$ cat config.mk
export PLATFORM = sky130hd
export DESIGN_NAME = serial_adder_n
export DESIGN_NICKNAME = d
export VERILOG_FILES = /design/src/rtl/serial_adder_n.sv
export SDC_FILE = /design/constraint.sdc
export NUM_CORES = 1
export LEC_CHECK = 0
export CAP_MARGIN = 40
export CORE_MARGIN = 4
export CORE_UTILIZATION = 35
export CTS_BUF_LIST = sky130_fd_sc_hd__clkbuf_2
export DETAILED_ROUTE_END_ITERATION = 6
export DONT_BUFFER_PORTS = 1
export GPL_TIMING_DRIVEN = 0
export HOLD_SLACK_MARGIN = 0.06
export PLACE_DENSITY = 0.58
export RECOVER_POWER = 100
export SYNTH_ARGS = -nofsm -noshare
export SYNTH_HDL_FRONTEND = slang
export SYNTH_SLANG_ARGS = --single-unit
$ cat constraint.sdc
create_clock -name clk -period 2.05 [get_ports clk]
set_input_delay 0.5125 -clock clk [delete_from_list [all_inputs] [get_ports clk]]
set_output_delay 0.5125 -clock clk [all_outputs]
set_load 0.01 [all_outputs]
$ cat src/rtl/serial_adder_n.sv
// Bit-serial adder/subtractor: one full-adder slice and a carry flop process
// WIDTH-bit operands LSB-first under a start/busy/done handshake.
module serial_adder_n #(
    parameter int WIDTH = 8
) (
    input  logic             clk,
    input  logic             rst,
    input  logic             start,
    input  logic             sub,
    input  logic [WIDTH-1:0] A,
    input  logic [WIDTH-1:0] B,
    input  logic             Cin,
    output logic [WIDTH-1:0] S,
    output logic             Cout,
    output logic             ovf,
    output logic             busy,
    output logic             done
);

    localparam int            CW       = (WIDTH > 1) ? $clog2(WIDTH) : 1;
    localparam logic [CW-1:0] LAST_BIT = CW'(WIDTH - 1);
    localparam logic [CW-1:0] CNT_ONE  = CW'(1);

    typedef enum logic [1:0] {
        ST_IDLE  = 2'd0,
        ST_SHIFT = 2'd1,
        ST_DONE  = 2'd2
    } state_t;

    state_t           state_q,  state_d;
    logic [WIDTH-1:0] a_sr_q,   a_sr_d;
    logic [WIDTH-1:0] b_sr_q,   b_sr_d;
    logic [WIDTH-1:0] res_sr_q, res_sr_d;
    logic [WIDTH-1:0] s_q,      s_d;
    logic [CW-1:0]    count_q,  count_d;
    logic             carry_q,  carry_d;
    logic             cout_q,   cout_d;
    logic             ovf_q,    ovf_d;
    logic             busy_q,   busy_d;
    logic             done_q,   done_d;
    logic             sum_bit_s;
    logic             carry_out_s;

    function automatic logic maj3(input logic x, input logic y, input logic z);
        return (x & y) | (x & z) | (y & z);
    endfunction

    assign sum_bit_s   = a_sr_q[0] ^ b_sr_q[0] ^ carry_q;
    assign carry_out_s = maj3(a_sr_q[0], b_sr_q[0], carry_q);

    // Next-state, datapath and output-flag computation
    always_comb begin
        state_d  = state_q;
        a_sr_d   = a_sr_q;
        b_sr_d   = b_sr_q;
        res_sr_d = res_sr_q;
        s_d      = s_q;
        count_d  = count_q;
        carry_d  = carry_q;
        cout_d   = cout_q;
        ovf_d    = ovf_q;
        busy_d   = 1'b0;
        done_d   = 1'b0;
        case (state_q)
            ST_IDLE: begin
                if (start) begin
                    a_sr_d  = A;
                    b_sr_d  = sub ? ~B : B;
                    carry_d = sub ? 1'b1 : Cin;
                    count_d = {CW{1'b0}};
                    busy_d  = 1'b1;
                    state_d = ST_SHIFT;
                end else begin
                    state_d = ST_IDLE;
                end
            end
            ST_SHIFT: begin
                carry_d               = carry_out_s;
                res_sr_d              = res_sr_q >> 1;
                res_sr_d[WIDTH-1]     = sum_bit_s;
                a_sr_d                = a_sr_q >> 1;
                b_sr_d                = b_sr_q >> 1;
                count_d               = count_q + CNT_ONE;
                if (count_q == LAST_BIT) begin
                    // carry_q here is the carry into the MSB slice
                    s_d     = res_sr_d;
                    cout_d  = carry_out_s;
                    ovf_d   = carry_q ^ carry_out_s;
                    done_d  = 1'b1;
                    state_d = ST_DONE;
                end else begin
                    busy_d  = 1'b1;
                end
            end
            ST_DONE: begin
                state_d = ST_IDLE;
            end
            default: begin
                state_d = ST_IDLE;
            end
        endcase
    end

    // State and datapath registers
    always_ff @(posedge clk or posedge rst) begin
        if (rst) begin
            state_q  <= ST_IDLE;
            a_sr_q   <= {WIDTH{1'b0}};
            b_sr_q   <= {WIDTH{1'b0}};
            res_sr_q <= {WIDTH{1'b0}};
            s_q      <= {WIDTH{1'b0}};
            count_q  <= {CW{1'b0}};
            carry_q  <= 1'b0;
            cout_q   <= 1'b0;
            ovf_q    <= 1'b0;
            busy_q   <= 1'b0;
            done_q   <= 1'b0;
        end else begin
            state_q  <= state_d;
            a_sr_q   <= a_sr_d;
            b_sr_q   <= b_sr_d;
            res_sr_q <= res_sr_d;
            s_q      <= s_d;
            count_q  <= count_d;
            carry_q  <= carry_d;
            cout_q   <= cout_d;
            ovf_q    <= ovf_d;
            busy_q   <= busy_d;
            done_q   <= done_d;
        end
    end

    assign S    = s_q;
    assign Cout = cout_q;
    assign ovf  = ovf_q;
    assign busy = busy_q;
    assign done = done_q;

endmodule

# Word-level counts from Yosys, hierarchy flattened

Cells that the tools add are included.
Widths: inputs -> output; s select.

Register bits after elaboration: 42
Input port bits: 21
Output and inout bits: 12
Logic and storage cells: 47

$add $sub $neg: 1
Eq/ne operators: 4
Muxes and demuxes: 18
Bitwise operators: 9
Reduce and logical (&&, ||, !) cells: 4

Operators with widths:

| kind                | count |
|---|---|
| $pmux 8 s2          | 2 |
| $mux 8              | 3 |
| $not 8->8           | 1 |
| $mux 1              | 7 |
| $pmux 3 s2          | 1 |
| $ne 2x2->1 const B  | 2 |
| $pmux 1 s2          | 2 |
| $pmux 2 s2          | 1 |
| $reduce_and 2->1    | 2 |
| $add 3x1->3 const B | 1 |
| $and 1x1->1         | 3 |
| $eq 3x3->1 const B  | 1 |
| $mux 3              | 1 |
| $xor 1x1->1         | 3 |
| $eq 2x1->1 const B  | 1 |
| $logic_not 2->1     | 1 |
| $mux 2              | 1 |
| $or 1x1->1          | 2 |
| $reduce_bool 2->1   | 1 |

# Depth between registers and ports, before layout

Gate-level depths: netlist of the first run.

Depth after elaboration: 4
Depth in mapped cells: 6
Mapped depth without buffers: 5

# Worst setup path after synthesis of the first run

Ideal clock, no wire load.

Kind: flip-flop to flip-flop
Start: register count_q[0]
End: register cout_q (netlist: Cout)
Setup time: 0.128 ns
Data arrival time: 1.349 ns
Data required time: 1.922 ns
Path slack: 0.574 ns
Stages on the path, launching flop included: 6
Path buffers: 1
Period minus slack after synthesis: 1.476 ns
Path through: dfrtp_1 > ha_1 > ha_1 > nand3b_4 > buf_4 > mux2_1

Longest elaborated chain between the ends: 2

Ends and longest elaborated chain:

| what                       | line | text |
|---|---|---|
| from (decl)                | 35   | `logic [CW-1:0] count_q, count_d;` |
| from (signal assigned)     | 112  | `count_q <= {CW{1'b0}};` |
| from (signal assigned)     | 124  | `count_q <= count_d;` |
| $eq 3x3->1                 | 84   | `if (count_q == LAST_BIT) begin` |
| $reduce_and 2->1 (no line) | --   |  |
| to (signal assigned)       | 126  | `cout_q <= cout_d;` |
| to (decl)                  | 37   | `logic cout_q, cout_d;` |

No other way between the ends.
A chain may end at the register's enable or synchronous reset.

# Worst setup path after layout of the first run

Ends and elaborated chain as after synthesis.

==> out/results.tsv, run 1 <==
metric	value	unit
outcome	finished with violations	
failing checks	max-capacitance violations, max-slew violations	
post-synthesis sequential area ratio	57.79	%
Post-Syn Area	1775	sq um
largest family of logic cells by synthesized area	compound AO/OA/AOI/OAI gates	
CTS Buf Count	5	
Post-synth EDFFs	0	
DR vias/cell	5.171	
fill cell count	484	
mux cell area share after synthesis	10.78	%
root buffer cell	clkbuf_2	
total clock sinks	41	
postcts setup bufs	0	
setup TNS	0	ns
Layout Skew	0.01864	ns
cell area after layout	1868	sq um
Clock Power Share	13.1	%
I/O pin total	33	
number of global-route vias before repair	1132	
worst skew pair latency	0.39	ns
Vert. Die Dim	79.23	um
count of final setup violators	0	
yosys warns	0	
initial antenna violation count	0	
xor/xnor share of the synthesized area	4.440	%
wire length per cell	15.27	um
H-Tree Depth	2	
CP most frequent cell	ha_1	
RSZ-0062 raised after global routing	false	
Starting Density	36.86	%
Slew @ Worst Pin	1.502	ns
CP max FO	10	
Arr. time, crit path	2.03	ns
Setup crit start kind	register	
nets@finish	167	
Switching Fraction	34.19	%
Worst-path clk slew	0.20	ns
crit path kind	reg -> reg	
number of diodes	0	
Int Pwr	1639	uW
synthesized net count	160	
logic gate share of total power	31.7	%
# rows	25	
synthesized area per cell	13.05	sq um
core box area	4817	sq um
Synth cell types	24	
worst min path class	in -> reg	
top_reg_cell synth	dfrtp_1	
Die Footprint	6277	sq um
minimum clock period	1.747	ns
peak supply drop	501.2	uV
share of cells above drive strength 1	15.38	%
Slew Limit Fails	42	
grt ovf	0	
synthesis-to-finish area growth	5.215	%
crit-path max cell delay	0.43	ns
worst path cell trace	ha_1 -> ha_1 -> nand3b_1 -> buf_4 -> mux2_1	
#FFs+latches synth	41	
Lkg Pwr	0.0008655	uW
critical path data required time	2.33	ns
Compound-Gate Fraction of Synth Area	12.90	%
Synth area leaders	dfrtp_1, mux2_2, mux2_1	
# resized after CTS	0	
Critical-path top delay cell	dfrtp_1	
Die X	79.23	um
CTS Buffer Depth	2	
sw power	851.6	uW
PD cells	1333	nW/um^2
most frequent cells after synthesis	dfrtp_1, mux2_2, nand2_1, o21ai_0	
largest area contributor in the synthesized netlist	dfrtp_1	
top cell type's share of synthesized area	57.79	%
port bufs	0	
Async SR Flop Fraction	100.0	%
final core occ	38.78	%
Final Hold Fails	0	
cell with the most instances after synthesis	dfrtp_1	
Setup crit end kind	register	
antenna viol nets, final	0	
vias post-DR	1086	
Synth Area in Adders	2.537	%
Max-slew headroom	-0.2408	%
DRT Pass-1 Iters	4	
Cell Area, Placed	1859	sq um
pin count of the biggest net entering global routing	42	
HPWL Detailed	2252	um
TritonCTS clock tree	yes	
total routed wirelength	3207	um
Mapped Cells	136	
DR iter-0 viols	48	
cts hold-fix bufs	0	
All-Layer GR Usage	11.12	%
number of max-cap violations	1	
first-pass GRT wire length	5361	um
fmax	572.4	MHz
Reg power frac	55.2	%
Synth Area in Simple Gates	6.906	%
Final GP Congestion	0.7060	
Final Cycle Share	85.22	%
DRC viols	0	
[cells in the final DEF, fill, tap and decap left out]
cell type,count
dfrtp_1,41
mux2_2,10
nand2_1,9
o21ai_0,9
a22oi_1,8
xor2_1,8
mux2_1,7
and3_1,7
a221o_1,7
clkbuf_2,6
clkbuf_1,5
inv_1,4
a22o_1,3
nor2b_1,2
buf_4,2
buf_2,2
a21oi_1,2
ha_1,2
nand3b_1,1
xnor2_1,1
or2_2,1
o21bai_1,1
and2_0,1
buf_6,1
a32o_1,1
fa_1,1
clkinv_1,1
[flip-flops by register name (all words and copies together), names as in the netlist]
name	cells
count_q	3
carry_q	1
state_q	2
ovf	1
busy	1
Cout	1
S	8
res_sr_q	7
b_sr_q	8
a_sr_q	8
done	1
[logic make-up after synthesis]
family | Yosys count
mux | 17
buf+inv | 14
simple gates | 21
flops | 41
compound gates | 31
fa+ha+maj | 3
xor+xnor | 9
[per-stage QoR]
| stage | hold WS, ns | setup WS [ns] | power, uW | cells |
|---|---|---|---|---|
| after detailed placement | 0.4742 | 0.4296 | 2244 | 203 |
| after CTS | 0.1420 | 0.3812 | 2562 | 210 |
| after global placement | 0.4628 | 0.2063 | 2180 | 203 |
| after global routing | 0.2420 | 0.1791 | 2687 | 210 |
| final | 0.2829 | 0.3030 | 2491 | 210 |
| after floorplan | 0.4502 | 0.5739 | 2031 | 136 |
[path summary, 6_finish.rpt]
| check | startpoint | to | slack [ns] | cells past startpoint |
|---|---|---|---|---|
| setup / recovery | count_q[0] | Cout | 0.30 | 5 |
| hold / removal | A[7] | a_sr_q[7] | 0.28 | 1 |
| setup reg to reg | count_q[0] | Cout | 0.30 | 5 |
| hold reg to reg | a_sr_q[5] | a_sr_q[5] | 0.51 | 2 |
| max in group asynchronous | rst | a_sr_q[5] | 0.73 | 1 |
| min in group asynchronous | rst | res_sr_q[1] | 0.42 | 1 |
[power by group through the flow]
stage	clock, uW	combinational, uW	sequential, uW
finish	325	791	1380
floorplan	0	696	1340
global route	375	886	1430
detailed placement	0	841	1400
CTS	340	837	1380
global placement	0	792	1390
[routing by layer]
| metal | vias to the layer above | wire length (um) | GRT usage, % |
|---|---|---|---|
| met5 | - | 0 | 0 |
| met4 | 0 | 58 | 5.155 |
| met3 | 7 | 255 | 4.989 |
| met2 | 32 | 1483 | 16.41 |
| met1 | 551 | 1410 | 13.87 |
| li1 | 496 | - | - |
[worst max-delay path, delay by kind of cell, from the launching register on]
kind	cells	cell delay, ns
flops	1	0.43
fa+ha+maj	2	0.42
mux	1	0.33
buf+inv	1	0.23
simple gates	1	0.22
[area by class of cell]
cell class / count / area (sq um) / area share (%)
Buffer: 10 / 55.05 / 2.947
Clock buffer: 6 / 30.03 / 1.608
Clock inverter: 1 / 3.754 / 0.2009
Inverter: 4 / 15.01 / 0.8038
Multi-Input combinational cell: 81 / 654.4 / 35.03
Sequential cell: 41 / 1026 / 54.92
Tap cell: 67 / 83.83 / 4.488
Power figures use the tool's default switching activity.
==> run 2, diff against run 1 <==
CORE_MARGIN = unset   (was 4)
HOLD_SLACK_MARGIN = unset   (was 0.06)
==> run 2 against run 1 <==
Effect of this change:
- the flow still finishes with violations (max-capacitance violations, max-slew violations)
- combinational power up 1%
- sequential share of layout area is essentially flat
- utilization is essentially flat
- highest routed layer unchanged
- final area about the same
- critical endpoint is now S[0]
- critical path depth stayed put
- total power hardly changed
- sequential power barely moved
- cell count unchanged
- first-iteration DRC count is 4.2% lower
- clock skew fell by 0.011 ns
==> out/results.tsv, run 2 (synthesized netlist as in run 1, its figures left out) <==
metric	value	unit	change
outcome	finished with violations		
failing checks	max-capacitance violations, max-slew violations		
Die X	73.23	um	-7.6%
Worst Hold Depth	1		unchanged
CTS Buf Count	5		unchanged
H-Tree Depth	2		unchanged
logic gate share of total power	32.1	%	+0.4 points
Final Hold Fails	0		unchanged
# resized after CTS	0		unchanged
Max-slew headroom	-1.901	%	-1.7 points
Lkg Pwr	0.0008705	uW	+0.58%
RR Endpoint	S[0]		
worst skew pair latency	0.38	ns	about the same
RSZ-0062 raised after global routing	false		
count of final setup violators	0		unchanged
wire length per cell	14.82	um	-2.9%
DRC viols	0		unchanged
I/O pin total	33		unchanged
fmax	586.2	MHz	+2.4%
Switching Fraction	34.02	%	-0.17 points
crit path kind	reg -> reg		
number of max-cap violations	1		unchanged
postcts setup bufs	0		unchanged
total routed wirelength	3113	um	-2.9%
critical path data required time	2.33	ns	about the same
Vert. Die Dim	73.23	um	-7.6%
port bufs	0		unchanged
Placement Setup Slack	0.4389	ns	+0.009277 ns
pin count of the biggest net entering global routing	42		unchanged
commonest non-fill, non-tap cell in the layout	dfrtp_1		
minimum clock period	1.706	ns	-0.04099 ns
final core occ	38.81	%	about the same
HPWL Detailed	2171	um	-3.6%
Worst-path clk slew	0.18	ns	-0.02 ns
Slew Limit Fails	42		unchanged
Starting Density	36.86	%	unchanged
Clock Power Share	12.7	%	-0.4 points
final hold slack	0.2835	ns	+0.0005560 ns
Final GP Congestion	0.7244		+2.6%
CP max FO	10		unchanged
Arr. time, crit path	1.99	ns	-0.04 ns
total clock sinks	41		unchanged
synthesis-to-finish area growth	5.285	%	about the same
number of global-route vias before repair	1116		-1.4%
setup ws final	0.3440	ns	+0.04099 ns
vias post-DR	1095		+0.83%
DRT Pass-1 Iters	4		unchanged
RR Startpoint	count_q[0]		
DR vias/cell	5.214		+0.83%
nets@finish	167		unchanged
first-pass GRT wire length	5347	um	-0.26%
Reg power frac	55.2	%	about the same
Critical path origin	count_q[0]		
cts hold-fix bufs	0		unchanged
share of cells above drive strength 1	16.08	%	+0.70 points
root buffer cell	clkbuf_2		
All-Layer GR Usage	13.48	%	+2.4 points
Setup crit start kind	register		
Final Cycle Share	83.22	%	-2.0 points
peak supply drop	512.6	uV	+2.3%
Pwr Total	2490	uW	about the same
Setup crit end kind	register		
core box area	4817	sq um	unchanged
# rows	25		unchanged
TritonCTS clock tree	yes		
Slew @ Worst Pin	1.527	ns	+0.02487 ns
setup TNS	0	ns	unchanged
Layout Skew	0.007845	ns	-0.01079 ns
Hold Path End	a_sr_q[7]		
DR iter-0 viols	46		-4.2%
initial antenna violation count	0		unchanged
FF-to-FF setup slack	0.34	ns	+0.04 ns
PD cells	1332	nW/um^2	about the same
most frequent cells in the layout	dfrtp_1, mux2_2, nand2_1, o21ai_0		
grt ovf	0		unchanged
cells on worst reg2reg path	5		unchanged
hold_sp	A[7]		
number of diodes	0		unchanged
Die Footprint	5362	sq um	-15%
CTS Buffer Depth	2		unchanged
sw power	847.2	uW	-0.52%
worst min path class	in -> reg		
antenna viol nets, final	0		unchanged
Int Pwr	1643	uW	+0.24%
==> run 2: cell count changes in the layout (fill, tap and decap cells not counted), sizes merged <==
| cell | delta |
|---|---|
| clkbuf | -1 |
| buf | +1 |
==> run 2: worst max-delay path by stage <==
stage / slack [ns] / to / depth (start not counted)
6_report: 0.34 / S[0] / 5
5_1_grt: 0.22 / S[7] / 5
4_1_cts: 0.41 / S[0] / 5
3_5_place_dp: 0.44 / S[0] / 5
3_3_place_gp: 0.23 / a_sr_q[2] / 1
2_1_floorplan: 0.57 / Cout / 5
==> run 2: power groups by stage <==
| stage | sequential [uW] | clock, uW | combinational, uW |
|---|---|---|---|
| 2_1_floorplan | 1340 | 0 | 696 |
| 3_3_place_gp | 1380 | 0 | 798 |
| 3_5_place_dp | 1400 | 0 | 844 |
| 4_1_cts | 1380 | 338 | 845 |
| 5_1_grt | 1420 | 372 | 911 |
| 6_report | 1370 | 317 | 799 |
==> run 2: cell type report <==
type	count	area [sq um]
flip-flops and latches	41	1026
plain buffers	10	56.30
clock buffers	6	30.03
clock inverters	1	3.754
fillers	484	2948
inverters	4	15.01
multi-input cells	81	654.4
well taps	67	83.83
==> run 2: per-stage QoR <==
| step | instances | cell area, sq um |
|---|---|---|
| after global routing | 210 | 1869 |
| after global placement | 203 | 1859 |
| final | 210 | 1869 |
| after floorplan | 136 | 1775 |
| after detailed placement | 203 | 1859 |
| after CTS | 210 | 1893 |
==> run 2: worst max-delay path, cell delays in order, from the launching register on <==
cell and delay, ns:
dfrtp_1 0.42, ha_1 0.20, ha_1 0.22, nand3b_1 0.21, buf_4 0.23, mux2_1 0.33
==> run 2: per-layer routing <==
| metal | global-route usage (%) | vias to the layer above | part of all wire (%) |
|---|---|---|---|
| met1 | 18.09 | 551 | 45 |
| met3 | 4.972 | 8 | 7.1 |
| met5 | 0 | - | 0 |
| met2 | 19.75 | 36 | 46 |
| li1 | - | 500 | - |
| met4 | 5.229 | 0 | 1.7 |
==> run 3, diff against run 2 <==
PLACE_DENSITY = 0.6   (was 0.58)
clock period = 1.4 ns   (was 2.05 ns; I/O delays follow)
==> run 3 against run 2 <==
Effect of this change:
- the flow finishes with violations (negative setup slack)
- global-route usage rose by 0.27 points
- total power up 65%
- first-iteration DRC count up 28%
- critical endpoint unchanged
- largest power group unchanged
- flip-flop and latch count is the same
- non-clock buffer count up 14
==> out/results.tsv, run 3 (synthesized netlist as in run 1, its figures left out) <==
metric	value	unit	change
Die Footprint	5362	sq um	unchanged
cell area after layout	2074	sq um	+11%
HPWL Detailed	2200	um	+1.3%
Int Pwr	2721	uW	+66%
DR iter-0 viols	59		+28%
Final Hold Fails	0		unchanged
Reg power frac	49.4	%	-5.8 points
synthesis-to-finish area growth	16.84	%	
number of global-route vias before repair	1161		+4.0%
All-Layer GR Usage	13.75	%	+0.27 points
H-Tree Depth	2		unchanged
FF-to-FF setup slack	-0.03	ns	-0.37 ns
CP max FO	8		-2
number of diodes	0		unchanged
grt ovf	0		unchanged
outcome	finished with violations		
Final Cycle Share	102.1	%	+19 points
Clock Power Share	12.7	%	about the same
most frequent cells in the layout	dfrtp_1, buf_4, mux2_2, nand2_1		
final core occ	43.06	%	+4.3 points
worst min path class	in -> reg		
Critical-path top delay cell	dfrtp_1		
Vert. Die Dim	73.23	um	unchanged
Setup crit start kind	register		
critical path data required time	1.70	ns	-0.63 ns
Slew @ Worst Pin	0.5315	ns	-0.9953 ns
core box area	4817	sq um	unchanged
Slew Limit Fails	0		-100%
Setup crit end kind	register		
PD cells	1976	nW/um^2	+48%
sw power	1379	uW	+63%
Switching Fraction	33.63	%	-0.39 points
pin count of the biggest net entering global routing	42		unchanged
Die X	73.23	um	unchanged
logic gate share of total power	37.9	%	+5.8 points
worst skew pair latency	0.40	ns	+0.02 ns
root buffer cell	clkbuf_2		
TritonCTS clock tree	yes		
DR vias/cell	5.004		-4.0%
DRC viols	0		unchanged
wire length per cell	14.83	um	about the same
Worst-path clk slew	0.21	ns	+0.03 ns
Bufs and invs on worst path	1		unchanged
share of cells above drive strength 1	34.18	%	+18 points
peak supply drop	766.5	uV	+50%
vias post-DR	1126		+2.8%
crit-path max cell delay	0.44	ns	+0.02 ns
port bufs	0		unchanged
setup ws final	-0.02923	ns	-0.3732 ns
Starting Density	36.86	%	unchanged
# rows	25		unchanged
Arr. time, crit path	1.73	ns	-0.26 ns
number of max-cap violations	0		-1
Final GP Congestion	0.6985		-3.6%
total routed wirelength	3337	um	+7.2%
total clock sinks	41		unchanged
I/O pin total	33		unchanged
Lkg Pwr	0.0009935	uW	+14%
failing checks	negative setup slack		
crit path kind	reg -> reg		
RSZ-0062 raised after global routing	true		
Layout Skew	0.01385	ns	+0.006003 ns
initial antenna violation count	0		unchanged
fmax	699.7	MHz	+19%
Cell Area, Placed	1868	sq um	+0.47%
commonest non-fill, non-tap cell in the layout	dfrtp_1		
CTS Buf Count	5		unchanged
antenna viol nets, final	0		unchanged
CTS Buffer Depth	2		unchanged
Max-slew headroom	64.56	%	+66 points
DRT Pass-1 Iters	4		unchanged
count of final setup violators	11		+11
nets@finish	181		+8.4%
minimum clock period	1.429	ns	-0.2768 ns
first-pass GRT wire length	5485	um	+2.6%
cell family with most CP delay	flip-flops		
Placement Setup Slack	-0.1019	ns	-0.5408 ns
worst path cell trace	ha_2 -> ha_4 -> nand3b_4 -> buf_8 -> mux2_4		
run 3: cell count changes in the layout (fill, tap and decap cells not counted), moves of 3 or more:
cell,before,now
buf_4,2,12
clkbuf_1,4,1
mux2_1,7,0
mux2_4,0,7
run 3: repair_timing:
item                                    4_1_cts  5_1_grt
endpoints found under the setup margin       18       24
gates resized for setup                       9       12
pin swaps                                     1        2
hold buffers                                  1        0
gates cloned                                  0        1
setup buffers                                 7        4
endpoints found under the hold margin        41        0
run 3: through the flow:
| step | total power (uW) | cells | TNS [ns] | hold slack, ns |
|---|---|---|---|---|
| 6_report | 4100 | 225 | -0.1598 | 0.1137 |
| 5_1_grt | 4401 | 225 | -0.7603 | 0.07239 |
| 4_1_cts | 4004 | 219 | -0.2782 | 0.08375 |
| 3_5_place_dp | 3297 | 203 | -0.7628 | 0.4486 |
| 3_3_place_gp | 3204 | 203 | -10.34 | 0.4651 |
| 2_1_floorplan | 2986 | 136 | 0 | 0.4502 |
run 3: final timing paths:
| kind | start | endpoint | cells past startpoint |
|---|---|---|---|
| max | count_q[1] | S[0] | 5 |
| min | A[7] | a_sr_q[7] | 1 |
| max reg2reg | count_q[1] | S[0] | 5 |
| min reg2reg | a_sr_q[1] | a_sr_q[1] | 2 |
| max in group asynchronous | rst | a_sr_q[7] | 3 |
| min in group asynchronous | rst | S[0] | 2 |
run 3: layout make-up:
| type | instances | area [sq um] |
|---|---|---|
| tap | 67 | 83.83 |
| sequential | 41 | 1026 |
| multi-input combinational | 81 | 716.9 |
| fill | 475 | 2743 |
| clock buffer | 6 | 30.03 |
| clock inverter | 2 | 15.01 |
| inverter | 4 | 15.01 |
| buffer | 10 | 83.83 |
| timing repair buffer | 14 | 103.9 |
run 3: per-layer routing:
metal  GRT usage (%)  vias up  share of wire, %
met4           7.190        0              0.96
li1                -      526                 -
met3           4.006        6               7.0
met5               0        -                 0
met2           19.65       43                47
met1           18.74      551                45
run 3: power groups by stage:
stage	registers, uW	clock network (uW)	logic [uW]
global placement	2020	0	1180
global route	2090	591	1720
finish	2030	522	1550
detailed placement	2050	0	1250
CTS	2030	551	1420
floorplan	1960	0	1030
